==> src/rtl/ysyx_041461_div_ctrl.sv <==
// Divide/remainder sequencing controller between the EX stage and the
// iterative divider. It answers divide-by-zero and signed overflow locally,
// launches the divider for every other operation, and holds the selected,
// sign-extended result until WB accepts it. A flushed divider operation
// cannot be cancelled, so the controller drains it before going idle.
module ysyx_041461_div_ctrl #(
    parameter int XLEN = 64
) (
    input  logic            clk,
    input  logic            rst,
    input  logic            req_valid,
    output logic            req_ready,
    input  logic            req_is_rem,
    input  logic            req_signed,
    input  logic            req_word,
    input  logic [XLEN-1:0] req_src1,
    input  logic [XLEN-1:0] req_src2,
    input  logic            flush,
    output logic            resp_valid,
    input  logic            resp_ready,
    output logic [XLEN-1:0] resp_data,
    output logic            busy,
    output logic            div_valid_in,
    output logic            div_signed,
    output logic            div_divw,
    output logic [XLEN-1:0] div_dividend,
    output logic [XLEN-1:0] div_divisor,
    input  logic            div_valid_out,
    input  logic [XLEN-1:0] div_quotient,
    input  logic [XLEN-1:0] div_remainder
);

    localparam logic [2:0] ST_IDLE   = 3'd0;
    localparam logic [2:0] ST_LAUNCH = 3'd1;
    localparam logic [2:0] ST_WAIT   = 3'd2;
    localparam logic [2:0] ST_DRAIN  = 3'd3;
    localparam logic [2:0] ST_DONE   = 3'd4;

    logic [2:0]      state;
    logic [2:0]      state_next;
    logic            op_rem;
    logic            op_word;
    logic            accept;
    logic            div_zero;
    logic            overflow;
    logic            special;
    logic [XLEN-1:0] special_raw;
    logic [XLEN-1:0] special_data;
    logic [XLEN-1:0] wait_raw;
    logic [XLEN-1:0] wait_data;

    assign req_ready = (state == ST_IDLE);
    assign busy      = (state != ST_IDLE);
    assign accept    = (state == ST_IDLE) && req_valid && !flush;

    // Detect the cases the controller resolves itself; W ops only look at the low words
    always_comb begin
        div_zero     = 1'b0;
        overflow     = 1'b0;
        special_raw  = '0;
        special_data = '0;
        if (req_word) begin
            div_zero = (req_src2[31:0] == 32'd0);
            overflow = req_signed && (req_src1[31:0] == 32'h8000_0000)
                                  && (req_src2[31:0] == 32'hFFFF_FFFF);
        end else begin
            div_zero = (req_src2 == '0);
            overflow = req_signed && (req_src1 == {1'b1, {(XLEN-1){1'b0}}})
                                  && (req_src2 == '1);
        end
        if (req_is_rem) begin
            special_raw = div_zero ? req_src1 : '0;
        end else begin
            special_raw = div_zero ? '1 : req_src1;
        end
        special_data = req_word ? {{(XLEN-32){special_raw[31]}}, special_raw[31:0]}
                                : special_raw;
    end

    assign special = div_zero || overflow;

    // Pick quotient or remainder from the divider and sign-extend W results
    always_comb begin
        wait_raw  = op_rem ? div_remainder : div_quotient;
        wait_data = op_word ? {{(XLEN-32){wait_raw[31]}}, wait_raw[31:0]} : wait_raw;
    end

    // Next-state selection; flush always wins over completion or WB acceptance
    always_comb begin
        state_next = state;
        case (state)
            ST_IDLE: begin
                if (accept) begin
                    state_next = special ? ST_DONE : ST_LAUNCH;
                end
            end
            ST_LAUNCH: begin
                state_next = flush ? ST_DRAIN : ST_WAIT;
            end
            ST_WAIT: begin
                if (flush) begin
                    state_next = div_valid_out ? ST_IDLE : ST_DRAIN;
                end else if (div_valid_out) begin
                    state_next = ST_DONE;
                end
            end
            ST_DRAIN: begin
                if (div_valid_out) begin
                    state_next = ST_IDLE;
                end
            end
            ST_DONE: begin
                if (flush || resp_ready) begin
                    state_next = ST_IDLE;
                end
            end
            default: begin
                state_next = ST_IDLE;
            end
        endcase
    end

    // State, operand latches, launch pulse and the held response
    always_ff @(posedge clk) begin
        if (rst) begin
            state        <= ST_IDLE;
            op_rem       <= 1'b0;
            op_word      <= 1'b0;
            div_valid_in <= 1'b0;
            div_signed   <= 1'b0;
            div_divw     <= 1'b0;
            div_dividend <= '0;
            div_divisor  <= '0;
            resp_valid   <= 1'b0;
            resp_data    <= '0;
        end else begin
            state        <= state_next;
            div_valid_in <= (state_next == ST_LAUNCH);
            resp_valid   <= (state_next == ST_DONE);
            if (accept) begin
                op_rem       <= req_is_rem;
                op_word      <= req_word;
                div_signed   <= req_signed;
                div_divw     <= req_word;
                div_dividend <= req_src1;
                div_divisor  <= req_src2;
                if (special) begin
                    resp_data <= special_data;
                end
            end
            if ((state == ST_WAIT) && div_valid_out && !flush) begin
                resp_data <= wait_data;
            end
        end
    end

endmodule

==> config.mk <==
export PLATFORM = sky130hd
export DESIGN_NAME = ysyx_041461_div_ctrl
export DESIGN_NICKNAME = d
export VERILOG_FILES = /design/src/rtl/ysyx_041461_div_ctrl.sv
export SDC_FILE = /design/constraint.sdc
export NUM_CORES = 1
export LEC_CHECK = 0
export BUFFER_PORTS_ARGS = -buffer_cell sky130_fd_sc_hd__clkbuf_2
export CAP_MARGIN = 10
export CORE_UTILIZATION = 30
export CTS_CLUSTER_DIAMETER = 120
export DETAILED_ROUTE_END_ITERATION = 10
export GPL_TIMING_DRIVEN = 0
export RECOVER_POWER = 50
export SLEW_MARGIN = 10
export SYNTH_ARGS = -nofsm -noshare
export SYNTH_HDL_FRONTEND = slang
export SYNTH_SLANG_ARGS = --single-unit
==> constraint.sdc <==
create_clock -name clk -period 6.6 [get_ports clk]
set_input_delay 0.33 -clock clk [delete_from_list [all_inputs] [get_ports clk]]
set_output_delay 0.33 -clock clk [all_outputs]
set_load 0.01 [all_outputs]
==> summary.txt <==
H-Tree Level Count: 4
DRC: 0
Chip Height: 182 um
GRT Overall Usage: 25.0%
Fmax: 305 MHz
Data required time of the worst path: 6.90 ns
Clock sink count: 200
Width of the die: 182 um
Ys async rst share: 0%
Hold slack: 0.127 ns
PostCTS Resize Cnt: 0
Post-DR wirelength/cell: 20.1 um
Share of layout cells above drive strength 1: 19.9%
Mapped Cells: 1218
Root buffer cell: clkbuf_16
Synthesis-stage register bit count: 200
Number of setup buffers added after CTS: 0
Data arrival time of the critical path: 3.58 ns
Full die area: 33200 um2
Maximum fanout along the worst path: 10
Seq/Total Area, Yosys: 41.1%
Avg Vias per Cell: 5.16
Cell with the most instances after synthesis: nand2_1
Rel. slew slack: 37.2%
Antenna violations before repair: 1
DRT iter0 DRCs: 589
Vias: 10908
Total Power: 2920 uW
CTS tree: done
Post-Syn Nets: 1483
Synthesized area per cell: 7.99 um2
Maximum vdd drop: 0.140 mV
Outcome: finished clean
Setup TNS: 0 ns
ANT nets after route: 0
Post-synth cell types: 45
DP HPWL: 33700 um
Number of synthesized flops with an enable pin: 0
Area contributors post-synth: dfxtp_1 (41%), nand2_1 (10%), a21oi_1 (10%), a211oi_1 (4.9%), a221oi_2 (4.8%)
GRT overflow: 0
Routed Wire Length: 42600 um
Crit path kind: in2reg
Synth cell count leaders: nand2_1 (271), dfxtp_1 (200), a21oi_1 (197), clkbuf_1 (86), nor2_1 (69)
Row count: 65
Initial Util: 30.7%
Top cell type's share of synthesized area: 41.1%
Worst setup EP type: register
Layout overhead on the synthesized area: 32.6%
Nets: 1963
Ports: 463
Total leakage power: 0.00464 uW
CTS buffer count: 17
Final Skew: 0.0254 ns
Dominant cell type by area after synthesis: dfxtp_1
Worst slew pin tran: 0.941 ns
Port bufs: 461
Unrepaired setup endpoints after global routing: false
Largest net degree at the start of global routing: 17
Min cycle time layout: 3.28 ns
First-pass GRT wire length: 62500 um
Slew Viols, Final: 0
Clk slew on worst S/H paths: 0.08 ns
Number of global-route vias before repair: 10447
CTS max path bufs: 2
Pwr dens: 227 nW/um2
RD Place Congestion: 0.890
Max-Cap Viols: 0
Fin crit share: 49.7%
Setup Viol. Count Final: 0
Core area: 31700 um2
Final Hold Viols: 0
First-pass DRT Iterations: 7
CP Launch Type: primary input
HP Class: in2reg
Mapped Area: 9730 um2
Worst skew pair latency: 0.45 ns
Final Util: 40.7%
Synth Flop Type: dfxtp_1
Synth warn: 0
Hold buffers post-CTS: 0
## logic make-up (layout without fill, tap and decap cells)
group	after synthesis	count (layout)	synth area share (%)
simple gates	482	482	22.5
compound gates	333	333	23.3
flops	200	200	41.1
buf+inv	138	630	6.33
fa+ha+maj	33	33	3.39
mux	32	32	3.29
other cells	0	1	0
## routing by layer
layer,global-route usage [%],vias to the layer above,wire (um)
met1,31.1,5130,18100
li1,-,5244,-
met4,6.59,0,955
met2,42.8,467,20500
met3,6.07,67,3020
met5,0,-,0
## cell type report
class | count | area, um2
multi-input cells | 880 | 5110
diodes | 1 | 2.50
inverters | 34 | 128
flip-flops and latches | 200 | 4000
clock buffers | 21 | 460
clock inverters | 10 | 143
fillers | 3449 | 18800
repair buffers | 461 | 2060
well taps | 402 | 503
plain buffers | 104 | 488
## where the power goes
part	switching [uW]	internal (uW)
Clock	497	619
Sequential	32.2	1260
Combinational	324	187
## registers in the layout, indices dropped and copies added (netlist names)
name,cells
div_dividend,64
div_divisor,64
resp_data,64
state,3
div_signed,1
div_valid_in,1
op_rem,1
op_word,1
resp_valid,1
## final timing paths
check | start | endpoint | slack (ns) | cells after the start
max reg2reg | op_rem | resp_data[11] | 3.52 | 7
min | req_src1[9] | div_dividend[9] | 0.13 | 3
min reg2reg | div_divisor[35] | div_divisor[35] | 0.45 | 2
max | req_src1[34] | resp_data[36] | 3.32 | 9
## stage by stage
step | setup WS, ns | area [um2] | std cells
4_1_cts | 3.23 | 13100 | 2112
3_3_place_gp | 2.75 | 12500 | 2081
6_report | 3.32 | 12900 | 2113
5_1_grt | 3.13 | 12900 | 2113
2_1_floorplan | 4.07 | 9730 | 1218
3_5_place_dp | 2.78 | 12500 | 2081
## critical path, cell delays in order
cell and delay, ns:
clkbuf_2 0.11, nor4_1 0.75, nand4_1 0.24, nor4b_1 0.38
nand4_1 0.27, o311ai_4 0.85, o211a_4 0.40, buf_12 0.17
a221oi_2 0.06
## cell usage in the layout, fill, tap and decap left out, types with 4 or more instances in the layout
| cell | count |
|---|---|
| a211oi_1 | 63 |
| a21oi_1 | 197 |
| a221oi_2 | 31 |
| buf_1 | 6 |
| buf_6 | 6 |
| clkbuf_1 | 286 |
| clkbuf_16 | 17 |
| clkbuf_2 | 263 |
| dfxtp_1 | 200 |
| inv_1 | 33 |
| maj3_1 | 33 |
| mux2i_1 | 32 |
| nand2_1 | 271 |
| nand3_1 | 4 |
| nand4_1 | 19 |
| nor2_1 | 69 |
| nor2b_1 | 34 |
| nor3_1 | 32 |
| nor4_1 | 30 |
| nor4b_1 | 4 |
| o21bai_1 | 33 |
Note: power is estimated with default switching activity, not from simulation.
